`config.mk`:
```
export PLATFORM = sky130hd
export DESIGN_NAME = decode_stage_flat
export DESIGN_NICKNAME = d
export VERILOG_FILES = /design/src/rtl/decode_if.sv /design/src/rtl/decode_stage.sv /design/src/flat_wrapper.sv
export SDC_FILE = /design/constraint.sdc
export NUM_CORES = 1
export LEC_CHECK = 0
export ABC_AREA = 1
export BUFFER_PORTS_ARGS = -buffer_cell sky130_fd_sc_hd__buf_2
export CAP_MARGIN = 5
export CELL_PAD_IN_SITES_DETAIL_PLACEMENT = 0
export CELL_PAD_IN_SITES_GLOBAL_PLACEMENT = 1
export CORE_MARGIN = 10
export CORE_UTILIZATION = 33
export CTS_CLUSTER_SIZE = 12
export DETAILED_ROUTE_END_ITERATION = 8
export GPL_ROUTABILITY_DRIVEN = 0
export PLACE_DENSITY_LB_ADDON = 0.1
export SLEW_MARGIN = 40
export SYNTH_ARGS = -nofsm -noshare
export SYNTH_HDL_FRONTEND = slang
export SYNTH_SLANG_ARGS = --single-unit
```
`constraint.sdc`:
```
create_clock -name clock -period 7.24 [get_ports clock]
set_clock_uncertainty 0.05 [all_clocks]
set_input_delay 0.362 -clock clock [delete_from_list [all_inputs] [get_ports clock]]
set_output_delay 0.362 -clock clock [all_outputs]
set_load 0.02 [all_outputs]
```
`src/rtl/decode_if.sv`:
```
// ID-stage bus bundle: fetch handoff (if_id_*), PC redirect (id_if_*), register bank
// read ports (id_reg_*/reg_id_*), writeback bypass source (wb_id_*), execute stall and
// the ID/EX pipeline register outputs (id_ex_*).
//   master : the decode stage (drives id_if_*, id_reg_*, id_ex_*)
//   slave  : the surrounding pipeline / register bank
interface decode_if;
    logic        ex_if_stall;
    logic [31:0] if_id_nextpc;
    logic [31:0] if_id_instruc;
    logic        id_if_selpcsource;
    logic [1:0]  id_if_selpctype;
    logic [31:0] id_if_pcimd2ext;
    logic [31:0] id_if_rega;
    logic [31:0] id_if_pcindex;
    logic [4:0]  id_reg_addra;
    logic [4:0]  id_reg_addrb;
    logic [31:0] reg_id_dataa;
    logic [31:0] reg_id_datab;
    logic        wb_id_writereg;
    logic [4:0]  wb_id_regdest;
    logic [31:0] wb_id_writedata;
    logic [31:0] id_ex_instruc;
    logic [31:0] id_ex_nextpc;
    logic [31:0] id_ex_rega;
    logic [31:0] id_ex_regb;
    logic [31:0] id_ex_imedext;
    logic [4:0]  id_ex_regdest;
    logic        id_ex_writereg;
    logic        id_ex_memread;
    logic        id_ex_memwrite;
    logic        id_ex_alusrc;
    logic [3:0]  id_ex_aluop;

    modport master (
        input  ex_if_stall, if_id_nextpc, if_id_instruc, reg_id_dataa, reg_id_datab,
               wb_id_writereg, wb_id_regdest, wb_id_writedata,
        output id_if_selpcsource, id_if_selpctype, id_if_pcimd2ext, id_if_rega, id_if_pcindex,
               id_reg_addra, id_reg_addrb,
               id_ex_instruc, id_ex_nextpc, id_ex_rega, id_ex_regb, id_ex_imedext,
               id_ex_regdest, id_ex_writereg, id_ex_memread, id_ex_memwrite, id_ex_alusrc,
               id_ex_aluop
    );

    modport slave (
        output ex_if_stall, if_id_nextpc, if_id_instruc, reg_id_dataa, reg_id_datab,
               wb_id_writereg, wb_id_regdest, wb_id_writedata,
        input  id_if_selpcsource, id_if_selpctype, id_if_pcimd2ext, id_if_rega, id_if_pcindex,
               id_reg_addra, id_reg_addrb,
               id_ex_instruc, id_ex_nextpc, id_ex_rega, id_ex_regb, id_ex_imedext,
               id_ex_regdest, id_ex_writereg, id_ex_memread, id_ex_memwrite, id_ex_alusrc,
               id_ex_aluop
    );
endinterface

```
`src/rtl/decode_stage.sv`:
```
// Instruction decode stage: decodes the IF/ID instruction, reads register operands,
// resolves branches/jumps (combinational redirect to fetch) and registers the decoded
// control/operands into ID/EX. One wrong-path instruction is squashed after a redirect.
// Ports: clock, reset (async, active-high), bus (decode_if.master).
// Optional: define ID_WB_BYPASS_EN to forward the WB write data onto rs/rt operands.
module decode_stage #(
    parameter logic [31:0] VECTOR_ADDR = 32'h0000_0040
) (
    input logic      clock,
    input logic      reset,
    decode_if.master bus
);
    typedef enum logic [0:0] {RUN = 1'b0, SQUASH = 1'b1} state_e;

    typedef struct packed {
        logic [31:0] instruc;
        logic [31:0] nextpc;
        logic [31:0] rega;
        logic [31:0] regb;
        logic [31:0] imedext;
        logic [4:0]  regdest;
        logic        writereg;
        logic        memread;
        logic        memwrite;
        logic        alusrc;
        logic [3:0]  aluop;
    } idex_t;

    state_e state_q, state_d;
    idex_t  idex_q, idex_d, dec_c;

    logic [31:0] instr, nextpc, opa, opb, sext_imm, br_target, jmp_target;
    logic [5:0]  op, funct;
    logic [4:0]  rs, rt, rd;
    logic        illegal, is_beq, is_bne, is_jr, is_j, writer, take_c;
    logic [1:0]  type_c;

    assign instr  = bus.if_id_instruc;
    assign nextpc = bus.if_id_nextpc;
    assign op     = instr[31:26];
    assign funct  = instr[5:0];
    assign rs     = instr[25:21];
    assign rt     = instr[20:16];
    assign rd     = instr[15:11];

    assign bus.id_reg_addra = rs;
    assign bus.id_reg_addrb = rt;

    // Source operands, optionally forwarded from the writeback port
`ifdef ID_WB_BYPASS_EN
    assign opa = (bus.wb_id_writereg && (bus.wb_id_regdest != 5'd0) && (bus.wb_id_regdest == rs))
               ? bus.wb_id_writedata : bus.reg_id_dataa;
    assign opb = (bus.wb_id_writereg && (bus.wb_id_regdest != 5'd0) && (bus.wb_id_regdest == rt))
               ? bus.wb_id_writedata : bus.reg_id_datab;
`else
    logic unused_wb;
    assign unused_wb = ^{bus.wb_id_writereg, bus.wb_id_regdest, bus.wb_id_writedata};
    assign opa = bus.reg_id_dataa;
    assign opb = bus.reg_id_datab;
`endif

    assign sext_imm   = {{16{instr[15]}}, instr[15:0]};
    assign br_target  = nextpc + {sext_imm[29:0], 2'b00};
    assign jmp_target = {nextpc[31:28], instr[25:0], 2'b00};

    // Instruction decode; the all-zero nop falls through with every control bit clear
    always_comb begin
        illegal = 1'b0;
        is_beq  = 1'b0;
        is_bne  = 1'b0;
        is_jr   = 1'b0;
        is_j    = 1'b0;
        writer  = 1'b0;
        dec_c   = '0;
        dec_c.instruc = instr;
        dec_c.nextpc  = nextpc;
        dec_c.rega    = opa;
        dec_c.regb    = opb;
        dec_c.imedext = sext_imm;
        if (instr != 32'd0) begin
            case (op)
                6'b000000: begin
                    writer        = 1'b1;
                    dec_c.regdest = rd;
                    case (funct)
                        6'b100000: dec_c.aluop = 4'd0;
                        6'b100010: dec_c.aluop = 4'd1;
                        6'b100100: dec_c.aluop = 4'd2;
                        6'b100101: dec_c.aluop = 4'd3;
                        6'b101010: dec_c.aluop = 4'd4;
                        6'b001000: begin is_jr = 1'b1; writer = 1'b0; dec_c.regdest = 5'd0; end
                        default:   begin illegal = 1'b1; writer = 1'b0; dec_c.regdest = 5'd0; end
                    endcase
                end
                6'b001000: begin writer = 1'b1; dec_c.regdest = rt; dec_c.alusrc = 1'b1; end
                6'b001100: begin
                    writer = 1'b1; dec_c.regdest = rt; dec_c.alusrc = 1'b1;
                    dec_c.aluop = 4'd2; dec_c.imedext = {16'h0, instr[15:0]};
                end
                6'b001101: begin
                    writer = 1'b1; dec_c.regdest = rt; dec_c.alusrc = 1'b1;
                    dec_c.aluop = 4'd3; dec_c.imedext = {16'h0, instr[15:0]};
                end
                6'b001111: begin
                    writer = 1'b1; dec_c.regdest = rt; dec_c.alusrc = 1'b1;
                    dec_c.aluop = 4'd5; dec_c.imedext = {instr[15:0], 16'h0};
                end
                6'b100011: begin
                    writer = 1'b1; dec_c.regdest = rt; dec_c.alusrc = 1'b1; dec_c.memread = 1'b1;
                end
                6'b101011: begin dec_c.alusrc = 1'b1; dec_c.memwrite = 1'b1; end
                6'b000100: begin is_beq = 1'b1; dec_c.aluop = 4'd1; end
                6'b000101: begin is_bne = 1'b1; dec_c.aluop = 4'd1; end
                6'b000010: is_j = 1'b1;
                default:   illegal = 1'b1;
            endcase
        end
        dec_c.writereg = writer && (dec_c.regdest != 5'd0);
    end

    // Redirect decision; suppressed while stalled or on the squashed wrong-path slot
    always_comb begin
        take_c = 1'b0;
        type_c = 2'b00;
        if ((state_q == RUN) && !bus.ex_if_stall) begin
            if (illegal) begin
                take_c = 1'b1; type_c = 2'b11;
            end else if (is_j) begin
                take_c = 1'b1; type_c = 2'b10;
            end else if (is_jr) begin
                take_c = 1'b1; type_c = 2'b01;
            end else if ((is_beq && (opa == opb)) || (is_bne && (opa != opb))) begin
                take_c = 1'b1;
            end
        end
    end

    assign bus.id_if_selpcsource = take_c && !reset;
    assign bus.id_if_selpctype   = (take_c && !reset) ? type_c : 2'b00;
    assign bus.id_if_pcimd2ext   = reset ? 32'd0 : (illegal ? VECTOR_ADDR : br_target);
    assign bus.id_if_pcindex     = reset ? 32'd0 : (illegal ? VECTOR_ADDR : jmp_target);
    assign bus.id_if_rega        = reset ? 32'd0 : opa;

    // Next state and ID/EX load; stall holds both
    always_comb begin
        state_d = state_q;
        idex_d  = idex_q;
        if (!bus.ex_if_stall) begin
            state_d = take_c ? SQUASH : RUN;
            idex_d  = ((state_q == SQUASH) || illegal) ? '0 : dec_c;
        end
    end

    always_ff @(posedge clock or posedge reset) begin
        if (reset) begin
            state_q <= RUN;
            idex_q  <= '0;
        end else begin
            state_q <= state_d;
            idex_q  <= idex_d;
        end
    end

    assign bus.id_ex_instruc  = idex_q.instruc;
    assign bus.id_ex_nextpc   = idex_q.nextpc;
    assign bus.id_ex_rega     = idex_q.rega;
    assign bus.id_ex_regb     = idex_q.regb;
    assign bus.id_ex_imedext  = idex_q.imedext;
    assign bus.id_ex_regdest  = idex_q.regdest;
    assign bus.id_ex_writereg = idex_q.writereg;
    assign bus.id_ex_memread  = idex_q.memread;
    assign bus.id_ex_memwrite = idex_q.memwrite;
    assign bus.id_ex_alusrc   = idex_q.alusrc;
    assign bus.id_ex_aluop    = idex_q.aluop;
endmodule

```
`src/flat_wrapper.sv`:
```
// flat-port wrapper written by rule: the top's interface ports become plain ports
module decode_stage_flat 
#(
    parameter logic [31:0] VECTOR_ADDR = 32'h0000_0040
)
  (clock, reset, bus_ex_if_stall, bus_if_id_nextpc, bus_if_id_instruc, bus_reg_id_dataa, bus_reg_id_datab, bus_wb_id_writereg, bus_wb_id_regdest, bus_wb_id_writedata, bus_id_if_selpcsource, bus_id_if_selpctype, bus_id_if_pcimd2ext, bus_id_if_rega, bus_id_if_pcindex, bus_id_reg_addra, bus_id_reg_addrb, bus_id_ex_instruc, bus_id_ex_nextpc, bus_id_ex_rega, bus_id_ex_regb, bus_id_ex_imedext, bus_id_ex_regdest, bus_id_ex_writereg, bus_id_ex_memread, bus_id_ex_memwrite, bus_id_ex_alusrc, bus_id_ex_aluop);
  decode_if bus_i ();
  input logic clock;
  input logic reset;
  input wire logic [$bits(bus_i.ex_if_stall)-1:0] bus_ex_if_stall;
  input wire logic [$bits(bus_i.if_id_nextpc)-1:0] bus_if_id_nextpc;
  input wire logic [$bits(bus_i.if_id_instruc)-1:0] bus_if_id_instruc;
  input wire logic [$bits(bus_i.reg_id_dataa)-1:0] bus_reg_id_dataa;
  input wire logic [$bits(bus_i.reg_id_datab)-1:0] bus_reg_id_datab;
  input wire logic [$bits(bus_i.wb_id_writereg)-1:0] bus_wb_id_writereg;
  input wire logic [$bits(bus_i.wb_id_regdest)-1:0] bus_wb_id_regdest;
  input wire logic [$bits(bus_i.wb_id_writedata)-1:0] bus_wb_id_writedata;
  output wire logic [$bits(bus_i.id_if_selpcsource)-1:0] bus_id_if_selpcsource;
  output wire logic [$bits(bus_i.id_if_selpctype)-1:0] bus_id_if_selpctype;
  output wire logic [$bits(bus_i.id_if_pcimd2ext)-1:0] bus_id_if_pcimd2ext;
  output wire logic [$bits(bus_i.id_if_rega)-1:0] bus_id_if_rega;
  output wire logic [$bits(bus_i.id_if_pcindex)-1:0] bus_id_if_pcindex;
  output wire logic [$bits(bus_i.id_reg_addra)-1:0] bus_id_reg_addra;
  output wire logic [$bits(bus_i.id_reg_addrb)-1:0] bus_id_reg_addrb;
  output wire logic [$bits(bus_i.id_ex_instruc)-1:0] bus_id_ex_instruc;
  output wire logic [$bits(bus_i.id_ex_nextpc)-1:0] bus_id_ex_nextpc;
  output wire logic [$bits(bus_i.id_ex_rega)-1:0] bus_id_ex_rega;
  output wire logic [$bits(bus_i.id_ex_regb)-1:0] bus_id_ex_regb;
  output wire logic [$bits(bus_i.id_ex_imedext)-1:0] bus_id_ex_imedext;
  output wire logic [$bits(bus_i.id_ex_regdest)-1:0] bus_id_ex_regdest;
  output wire logic [$bits(bus_i.id_ex_writereg)-1:0] bus_id_ex_writereg;
  output wire logic [$bits(bus_i.id_ex_memread)-1:0] bus_id_ex_memread;
  output wire logic [$bits(bus_i.id_ex_memwrite)-1:0] bus_id_ex_memwrite;
  output wire logic [$bits(bus_i.id_ex_alusrc)-1:0] bus_id_ex_alusrc;
  output wire logic [$bits(bus_i.id_ex_aluop)-1:0] bus_id_ex_aluop;
  assign bus_i.ex_if_stall = bus_ex_if_stall;
  assign bus_i.if_id_nextpc = bus_if_id_nextpc;
  assign bus_i.if_id_instruc = bus_if_id_instruc;
  assign bus_i.reg_id_dataa = bus_reg_id_dataa;
  assign bus_i.reg_id_datab = bus_reg_id_datab;
  assign bus_i.wb_id_writereg = bus_wb_id_writereg;
  assign bus_i.wb_id_regdest = bus_wb_id_regdest;
  assign bus_i.wb_id_writedata = bus_wb_id_writedata;
  assign bus_id_if_selpcsource = bus_i.id_if_selpcsource;
  assign bus_id_if_selpctype = bus_i.id_if_selpctype;
  assign bus_id_if_pcimd2ext = bus_i.id_if_pcimd2ext;
  assign bus_id_if_rega = bus_i.id_if_rega;
  assign bus_id_if_pcindex = bus_i.id_if_pcindex;
  assign bus_id_reg_addra = bus_i.id_reg_addra;
  assign bus_id_reg_addrb = bus_i.id_reg_addrb;
  assign bus_id_ex_instruc = bus_i.id_ex_instruc;
  assign bus_id_ex_nextpc = bus_i.id_ex_nextpc;
  assign bus_id_ex_rega = bus_i.id_ex_rega;
  assign bus_id_ex_regb = bus_i.id_ex_regb;
  assign bus_id_ex_imedext = bus_i.id_ex_imedext;
  assign bus_id_ex_regdest = bus_i.id_ex_regdest;
  assign bus_id_ex_writereg = bus_i.id_ex_writereg;
  assign bus_id_ex_memread = bus_i.id_ex_memread;
  assign bus_id_ex_memwrite = bus_i.id_ex_memwrite;
  assign bus_id_ex_alusrc = bus_i.id_ex_alusrc;
  assign bus_id_ex_aluop = bus_i.id_ex_aluop;
  decode_stage #(.VECTOR_ADDR(VECTOR_ADDR)) u_core (.clock(clock), .reset(reset), .bus(bus_i));
endmodule
```
==> impl_metrics.json, run 1 <==
{
  "outcome": "finished clean",
  "max_clock_freq_mhz": 240,
  "hold_class": "input port to flip-flop",
  "met2_usage_pct": 37.7,
  "max_slew_margin_pct": 45.1,
  "sw_frac_of_total_pct": 34.2,
  "grt_use_met3_pct": 4.45,
  "detail-route-antenna-nets": 0,
  "place_hpwl_microns": 31900,
  "wl_microns": 41300,
  "cts_resized": 0,
  "yosys_warnings": 0,
  "grt_pass1_vias": 9914,
  "synthToLayoutAreaGrowth_pct": 29.4,
  "grt_usage_pct": 21.5,
  "syn_inst": 1289,
  "viasPerCell": 4.81,
  "setup_viol": 0,
  "insertion_delay_ns": 0.43,
  "worstPathCellList": "buf_2 > nor2_4 > inv_1 > nor2_1 > o21ai_1 > nand3_4 > nand2_2 > buf_4 > inv_1 > o21ai_0 > a21oi_1 > buf_2",
  "avgRoutedWirePerCell_microns": 20.0,
  "initial_core_util_pct": 33.3,
  "ir_drop_v": 0.000138,
  "synth.avg_cell_area_sq_um": 7.62,
  "critPathCaptureType": "output port",
  "use_met1_pct": 26.2,
  "cts_buffer_depth": 2,
  "fillCellCount": 3172,
  "p_seq_share_pct": 40.3,
  "pre_cts_ws_ns": 3.06,
  "cts_hold_buf": 0,
  "cts_buffers": 17,
  "synth_top_area_cell": "dfrtp_1",
  "die_x_microns": 192,
  "finalPower_mw": 2.54,
  "cp_top_family": "simple AND/OR/NAND/NOR gates",
  "crit_type": "input port to output port",
  "clock_sinks": 173,
  "whs_ns": 0.108,
  "start_kind": "input port",
  "die-area_sq_um": 37000,
  "synth_top_area_share_pct": 44.1,
  "clockRootBuffer": "clkbuf_16",
  "ys_top_cells_by_area": "dfrtp_1 (44%), nand2_1 (13%), nor2_1 (6.5%), inv_1 (5.4%), o21ai_0 (4.9%)",
  "grt_max_degree": 105,
  "antenna_found_initial": 1,
  "grt_remaining_overflow": 0,
  "yosysMostFrequentCell": "nand2_1",
  "io_buffers": 409,
  "core_sq_um": 29500,
  "dr.pass1.iters": 5,
  "power_frac_comb_pct": 21.2,
  "critPathMaxStageDelay_ns": 0.57,
  "drc_errors": 0,
  "die_y_microns": 192,
  "worst_ep_required_time_ns": 6.83,
  "tightest_slew_ns": 0.823,
  "power_leakage_nw": 7.30,
  "path_buf_inv": 5,
  "cpMaxStageDelayCell": "nor2_1",
  "fin_crit_sh_pct": 57.5,
  "cap_viol_max_count": 0,
  "setup_tns_ns": 0,
  "ys.flop_type": "dfrtp_1",
  "drive_above_1_share_pct": 27.7,
  "async_flop_share_pct": 100,
  "h-tree-depth": 4,
  "cts_setup_buffers": 0,
  "vias": 9950,
  "clk_pin_slew_ns": 0.08,
  "path_max_fanout": 31,
  "intPower_mw": 1.67,
  "grt_pass1_wl_microns": 60900,
  "fin_ws_ns": 3.08,
  "ys_top_cells_by_count": "nand2_1 (345), dfrtp_1 (173), nor2_1 (169)",
  "pwr-share-clk_pct": 38.6,
  "yosysUniqueCellTypes": 38,
  "drtIter0Drc": 625,
  "rsz0062_at_grt": "false",
  "rows": 63,
  "fin_nets": 1862,
  "hold_viol": 0,
  "synth_edf_count": 0,
  "syn_area_sq_um": 9820,
  "finalCriticalPeriod_ns": 4.16,
  "grt_most_used_layer": "met2",
  "worstPathArrival_ns": 3.75,
  "powerDensity_nw_per_um2": 200,
  "ys_seq_elements": 173,
  "final-max-slew-violation-count": 0,
  "ys_seq_area_share_pct": 44.1,
  "p_switching_uw": 868,
  "ios": 451,
  "cts_tree": "built"
}
==> placed cells by master, fill, tap and decap left out, types with 2 or more instances in the layout <==
cell type,synthesis,layout
nand2_1,345,344
o211ai_1,16,16
ha_1,29,29
nand3_1,38,38
inv_6,1,2
conb_1,1,3
buf_6,9,2
xor2_1,6,6
inv_8,0,6
nand2_2,2,3
xnor2_1,18,18
inv_2,2,2
nor2_1,169,169
nor3_2,2,2
o21ai_0,96,96
clkinv_8,0,4
inv_1,141,140
clkbuf_16,0,17
o21bai_1,7,7
nor3_1,13,13
o21a_1,2,2
clkinv_4,0,4
buf_2,4,408
a21oi_1,48,48
o31ai_1,16,16
dfrtp_1,173,173
o21ai_1,33,33
buf_4,18,5
a21o_1,3,3
nor2_2,2,2
nand4_1,15,15
nand3_4,2,2
a22o_1,38,38
==> final cells by class <==
type                       instances  area (sq um)  share of cell area, %
inverter                         144           553                   4.35
timing repair buffer             416          2130                   16.8
clock buffer                      17           425                   3.35
clock inverter                    15           195                   1.54
tap                              390           488                   3.84
multi-input combinational        911          4580                   36.1
sequential                       173          4330                   34.1
antenna                            1          2.50                 0.0197
==> metal layers <==
metal	wire, microns	vias up	share of wire [%]
met4	744	0	1.8
met2	21000	295	51
li1	-	4919	-
met1	17100	4704	41
met5	0	-	0
met3	2450	32	5.9
==> worst paths after layout <==
| path | from | depth (start not counted) | end | slack [ns] |
|---|---|---|---|---|
| worst max-delay path | bus_if_id_instruc[31] | 12 | bus_id_if_pcimd2ext[25] | 3.08 |
| worst min-delay path | bus_if_id_nextpc[5] | 2 | u_core.bus.id_ex_nextpc[5] | 0.11 |
| worst max register to register | u_core.state_q | 5 | u_core.bus.id_ex_imedext[2] | 4.83 |
| worst min register to register | u_core.bus.id_ex_rega[15] | 2 | u_core.bus.id_ex_rega[15] | 0.43 |
| max in group asynchronous | reset | 4 | u_core.bus.id_ex_memwrite | 5.95 |
| min in group asynchronous | reset | 3 | u_core.bus.id_ex_regdest[1] | 0.24 |
==> cell families after synthesis <==
group,after synthesis,share of synthesized area (%)
compound gates,260,15.9
buf+inv,207,9.39
xor+xnor,24,2.14
simple gates,594,24.6
fa+ha+maj,30,3.90
flops,173,44.1
other cells,1,0.0382
==> per-stage QoR <==
step | cell area (sq um) | instances | utilization, %
global placement | 12000 | 2033 | 40.9
finish | 12700 | 2067 | 43.1
global route | 12700 | 2067 | 43.1
floorplan | 9820 | 1291 | -
detailed placement | 12100 | 2033 | 40.9
CTS | 12700 | 2065 | 43.0
==> power groups by stage <==
stage               combinational, mW  clock, mW  sequential, mW
floorplan                       0.284          0            1.09
global placement                0.542          0            1.04
detailed placement              0.541          0            1.04
CTS                             0.543       1.00            1.02
global route                    0.594       1.04            1.03
finish                          0.537      0.979            1.02
==> state kept, by name (all words and copies together) (netlist names), 3 cells and up <==
register	flops
u_core.bus.id_ex_imedext	32
u_core.bus.id_ex_instruc	32
u_core.bus.id_ex_nextpc	32
u_core.bus.id_ex_rega	32
u_core.bus.id_ex_regb	32
u_core.bus.id_ex_regdest	5
u_core.bus.id_ex_aluop	3
No activity file was read; power rests on OpenSTA's default activity.
==> run 2: changes to the inputs <==
--- a/config.mk
+++ b/config.mk
@@ -5,13 +5,13 @@
 export SDC_FILE = /design/constraint.sdc
 export NUM_CORES = 1
 export LEC_CHECK = 0
-export ABC_AREA = 1
+export ABC_AREA = 0
 export BUFFER_PORTS_ARGS = -buffer_cell sky130_fd_sc_hd__buf_2
 export CAP_MARGIN = 5
 export CELL_PAD_IN_SITES_DETAIL_PLACEMENT = 0
 export CELL_PAD_IN_SITES_GLOBAL_PLACEMENT = 1
 export CORE_MARGIN = 10
-export CORE_UTILIZATION = 33
+export CORE_UTILIZATION = 31
 export CTS_CLUSTER_SIZE = 12
 export DETAILED_ROUTE_END_ITERATION = 8
 export GPL_ROUTABILITY_DRIVEN = 0
==> constraint.sdc (replaced) <==
create_clock -name clock -period 3.72 [get_ports clock]
set_clock_uncertainty 0.05 [all_clocks]
set_input_delay 0.186 -clock clock [delete_from_list [all_inputs] [get_ports clock]]
set_output_delay 0.186 -clock clock [all_outputs]
set_load 0.02 [all_outputs]
==> impl_metrics.json, run 2 <==
{
  "ys.flop_type": "dfrtp_1",
  "outcome": "finished clean",
  "finalCriticalPeriod_ns": 3.54,
  "hold_start": "bus_reg_id_dataa[7]",
  "tightest_slew_ns": 0.770,
  "yosysUniqueCellTypes": 65,
  "drtIter0Drc": 567,
  "yosys_warnings": 0,
  "ir_drop_v": 0.000325,
  "cap_viol_max_count": 0,
  "grt_pass1_wl_microns": 59900,
  "utilization_pct": 44.7,
  "start_kind": "input port",
  "setup_tns_ns": 0,
  "intPower_mw": 3.27,
  "detail-route-antenna-nets": 0,
  "hold_viol": 0,
  "cts_buffer_depth": 2,
  "power_leakage_nw": 7.13,
  "clock_sinks": 173,
  "max_slew_margin_pct": 48.6,
  "r2r_start": "u_core.state_q",
  "synth_top_area_cell": "dfrtp_1",
  "dr.pass1.iters": 4,
  "place_hpwl_microns": 29700,
  "max_clock_freq_mhz": 282,
  "initial_core_util_pct": 31.3,
  "wl_microns": 40400,
  "worst_ep_required_time_ns": 3.48,
  "ys_top_cells_by_count": "dfrtp_1 (173), a22o_1 (141), nand2_1 (65)",
  "syn_area_sq_um": 9220,
  "critPathCaptureType": "output port",
  "synth_edf_count": 0,
  "vias": 8956,
  "hold_depth": 2,
  "die_y_microns": 192,
  "syn_inst": 902,
  "pwr-share-clk_pct": 36.9,
  "r2r_cells": 4,
  "r2r_end": "u_core.bus.id_ex_aluop[2]",
  "final_cell_mix": "buf_2 (408), dfrtp_1 (173), a22o_1 (141)",
  "layout_commonest_cell": "buf_2",
  "core_sq_um": 29500,
  "drive_above_1_share_pct": 34.5,
  "sw_frac_of_total_pct": 33.5,
  "antenna_cells": 0,
  "setup_viol": 0,
  "p_switching_mw": 1.64,
  "h-tree-depth": 4,
  "path_max_fanout": 6,
  "grt_max_degree": 126,
  "power_frac_comb_pct": 22.8,
  "avgRoutedWirePerCell_microns": 22.7,
  "cts_tree": "built",
  "die-area_sq_um": 37000,
  "antenna_found_initial": 0,
  "fin_nets": 1574,
  "ys_top_cells_by_area": "dfrtp_1 (47%), a22o_1 (13%), xor2_1 (4.1%), ha_1 (3.9%), nand2_1 (2.6%)",
  "final-max-slew-violation-count": 0,
  "hold_end": "u_core.bus.id_ex_rega[7]",
  "r2r_setup_slack_ns": 1.99,
  "viasPerCell": 5.04,
  "ys_seq_area_share_pct": 47.0,
  "cts_buffers": 17,
  "io_buffers": 409,
  "ios": 451,
  "powerDensity_nw_per_um2": 373,
  "synth_top_area_share_pct": 47.0,
  "clockRootBuffer": "clkbuf_16",
  "hold_class": "input port to flip-flop",
  "synthToLayoutAreaGrowth_pct": 43.0,
  "rsz0062_at_grt": "false",
  "grt_usage_pct": 21.1,
  "worstPathArrival_ns": 3.31,
  "crit_type": "input port to output port",
  "yosysMostFrequentCell": "dfrtp_1",
  "p_seq_share_pct": 40.4,
  "rows": 63,
  "insertion_delay_ns": 0.43,
  "ys_seq_elements": 173,
  "async_flop_share_pct": 100,
  "clk_pin_slew_ns": 0.07,
  "synth.avg_cell_area_sq_um": 10.2,
  "fin_crit_sh_pct": 95.3,
  "die_x_microns": 192,
  "drc_errors": 0,
  "grt_pass1_vias": 9426,
  "grt_remaining_overflow": 0
}
run 2: worst max-delay path by stage:
| stage | endpoint | startpoint | depth (start not counted) | slack, ns |
|---|---|---|---|---|
| 5_1_grt | bus_id_if_pcimd2ext[30] | bus_if_id_nextpc[12] | 12 | 0.02 |
| 2_1_floorplan | bus_id_if_selpctype[1] | reset | 4 | 0.05 |
| 6_report | bus_id_if_pcimd2ext[30] | bus_if_id_nextpc[16] | 12 | 0.18 |
| 4_1_cts | bus_id_if_pcimd2ext[30] | bus_if_id_nextpc[4] | 12 | 0.1 |
| 3_5_place_dp | bus_id_if_pcimd2ext[30] | bus_if_id_instruc[0] | 13 | 0.47 |
| 3_3_place_gp | bus_id_if_pcimd2ext[30] | bus_if_id_instruc[0] | 13 | 0.48 |
run 2: area by class of cell:
type                            instances  area (sq um)
Inverter                               12          52.6
Multi-Input combinational cell        644          4520
Sequential cell                       173          4330
Fill cell                            2950         16300
Tap cell                              390           488
Clock inverter                         15           148
Clock buffer                           17           425
Timing Repair Buffer                  527          3220
run 2: routing by layer:
| metal | routed length, microns | vias up | track usage, % |
|---|---|---|---|
| li1 | - | 4251 | - |
| met1 | 17500 | 4388 | 26.8 |
| met2 | 19600 | 277 | 35.1 |
| met3 | 2330 | 40 | 4.46 |
| met4 | 913 | 0 | 6.41 |
| met5 | 0 | - | 0 |
run 2: power groups by stage:
| stage | registers (mW) | clock network (mW) | logic (mW) |
|---|---|---|---|
| floorplan | 2.10 | 0 | 0.532 |
| global placement | 2.02 | 0 | 1.04 |
| detailed placement | 2.02 | 0 | 1.03 |
| CTS | 1.98 | 1.86 | 1.12 |
| global route | 1.99 | 1.94 | 1.22 |
| finish | 1.98 | 1.81 | 1.12 |
run 2: kinds of logic after synthesis:
logic type / synth area share (%)
AOI/OAI and AO/OA: 23.9
xor gates and xnor gates: 5.42
adders and majority gates: 4.15
buffers and inverters: 4.48
DFF: 47.0
muxes: 0.353
other: 0.0407
and+or+nand+nor: 14.7
run 2: stage by stage:
step | cell area [sq um] | instances | hold WS (ns) | power [mW] | worst slack (ns)
2_1_floorplan | 9230 | 904 | 0.265 | 2.63 | 0.0503
3_3_place_gp | 11600 | 1647 | 0.100 | 3.05 | 0.484
3_5_place_dp | 11600 | 1647 | 0.104 | 3.05 | 0.466
4_1_cts | 13100 | 1778 | 0.00800 | 4.97 | 0.0962
5_1_grt | 13200 | 1778 | 0.0186 | 5.15 | 0.0151
6_report | 13200 | 1778 | 0.0142 | 4.91 | 0.176
run 2: critical path: stages:
cell,delay [ns]
dlygate4sd3_1,0.53
buf_2,0.13
ha_1,0.36
nand2_1,0.11
nor2_1,0.05
a211oi_1,0.42
nand4_1,0.22
a41o_1,0.34
a311oi_2,0.27
o31a_1,0.17
mux2_2,0.35
buf_2,0.17
run 2: timing repair:
item | CTS | global route
endpoints found under the hold margin | 113 | 0
hold buffers | 99 | 0
resized for setup | 0 | 5
buffers inserted | 0 | 0
endpoints found under the setup margin | 0 | 4
==> run 3: changes to the inputs <==
--- a/config.mk
+++ b/config.mk
@@ -16,6 +16,7 @@
 export DETAILED_ROUTE_END_ITERATION = 8
 export GPL_ROUTABILITY_DRIVEN = 0
 export PLACE_DENSITY_LB_ADDON = 0.1
+export RECOVER_POWER = 25
 export SLEW_MARGIN = 40
 export SYNTH_ARGS = -nofsm -noshare
 export SYNTH_HDL_FRONTEND = slang
==> impl_metrics.json, run 3 (synthesis results as in run 2) <==
{
  "crit_type": "input port to output port",
  "finalCriticalPeriod_ns": 3.54,
  "tightest_slew_ns": 2.37,
  "whs_ns": 0.00867,
  "final_cell_mix": "buf_2 (331), dfrtp_1 (173), a22o_1 (141)",
  "fillCellCount": 2992,
  "setup_tns_ns": 0,
  "cts_setup_buffers": 0,
  "final-max-slew-violation-count": 302,
  "rsz0062_at_grt": "false",
  "powerDensity_nw_per_um2": 376,
  "violations": "max-capacitance violations, max-slew violations",
  "pre_cts_ws_ns": 0.466,
  "grt_max_degree": 126,
  "fin_nets": 1574,
  "start_kind": "input port",
  "hold_class": "input port to flip-flop",
  "worst_ep_required_time_ns": 3.48,
  "die_y_microns": 192,
  "initial_core_util_pct": 31.3,
  "dr.pass1.iters": 5,
  "clockRootBuffer": "clkbuf_16",
  "max_clock_freq_mhz": 283,
  "core_sq_um": 29500,
  "cts_buffer_depth": 2,
  "outcome": "complete, but fails checks",
  "avgRoutedWirePerCell_microns": 22.7,
  "layout_commonest_cell": "buf_2",
  "grt_remaining_overflow": 0,
  "max_slew_margin_pct": -57.7,
  "grt_pass1_vias": 9426,
  "rows": 63,
  "fin_area_sq_um": 13100,
  "fin_crit_sh_pct": 95.1,
  "grt_usage_pct": 21.1,
  "vias": 8956,
  "cts_tree": "built",
  "finalPower_mw": 4.90,
  "viasPerCell": 5.03,
  "cap_viol_max_count": 3,
  "fin_ws_ns": 0.181,
  "clk_pin_slew_ns": 0.08,
  "io_buffers": 409,
  "drtIter0Drc": 557,
  "seq_area_sq_um": 4330,
  "critPathCaptureType": "output port",
  "multi_input_area_sq_um": 4520,
  "drc_errors": 0,
  "ir_drop_v": 0.000326,
  "grt_pass1_wl_microns": 59900,
  "drive_above_1_share_pct": 29.0,
  "wl_microns": 40400,
  "detail-route-antenna-nets": 0,
  "synthToLayoutAreaGrowth_pct": 41.7,
  "antenna_found_initial": 0,
  "path_max_fanout": 6,
  "worstPathArrival_ns": 3.30,
  "power_leakage_nw": 6.80,
  "h-tree-depth": 4,
  "die_x_microns": 192,
  "place_area_sq_um": 11600,
  "place_hpwl_microns": 29700,
  "clock_sinks": 173,
  "setup_viol": 0,
  "die-area_sq_um": 37000,
  "cts_buffers": 17,
  "hold_viol": 0,
  "insertion_delay_ns": 0.43,
  "ios": 451
}
-- run 3: path summary, 6_finish.rpt --
check	from	end	slack (ns)	cells after the start
max	bus_if_id_nextpc[16]	bus_id_if_pcimd2ext[30]	0.18	12
min	bus_reg_id_dataa[7]	u_core.bus.id_ex_rega[7]	0.009	2
max reg2reg	u_core.state_q	u_core.bus.id_ex_aluop[0]	1.99	4
min reg2reg	u_core.bus.id_ex_regdest[1]	u_core.bus.id_ex_regdest[1]	0.43	2
max in group asynchronous	reset	u_core.bus.id_ex_nextpc[6]	1.49	4
min in group asynchronous	reset	u_core.bus.id_ex_nextpc[13]	0.22	3
-- run 3: metrics by stage --
step                utilization (%)  cells
floorplan                         -    904
global placement               39.3   1647
detailed placement             39.3   1647
CTS                            44.6   1778
global route                   44.3   1778
finish                         44.3   1780
-- run 3: metal layers --
layer  GRT usage, %  wire length (microns)  vias to the layer above
li1               -                      -                     4254
met1           26.8                  17500                     4394
met2           35.1                  19600                      272
met3           4.46                   2420                       36
met4           6.41                    894                        0
met5              0                      0                        -
-- run 3: final cells by class --
class                      count  area share [%]
inverter                      12           0.402
tap                          390            3.74
timing repair buffer         527            23.7
sequential                   173            33.2
antenna                        2          0.0383
clock buffer                  17            3.26
multi-input combinational    644            34.6
clock inverter                15            1.13
-- run 3: timing repair --
item	CTS	global route
resized for setup	0	5
setup endpoints to repair	0	4
hold endpoints to repair	113	0
hold buffers	99	0
-- run 3: power breakdown --
part | total [mW] | leakage (nW) | switching [mW] | internal [mW]
Sequential | 1.98 | 2.39 | 0.0373 | 1.95
Combinational | 1.11 | 4.13 | 0.691 | 0.415
Clock | 1.81 | 0.282 | 0.919 | 0.895
-- run 3: worst max-delay path, cell delays in order --
cell and delay, ns:
dlygate4sd3_1 0.53, buf_2 0.13, ha_1 0.36, nand2_1 0.11, nor2_1 0.05, a211oi_1 0.42
nand4_1 0.22, a41o_1 0.34, a311oi_2 0.27, o31a_1 0.17, mux2_2 0.35, buf_2 0.17
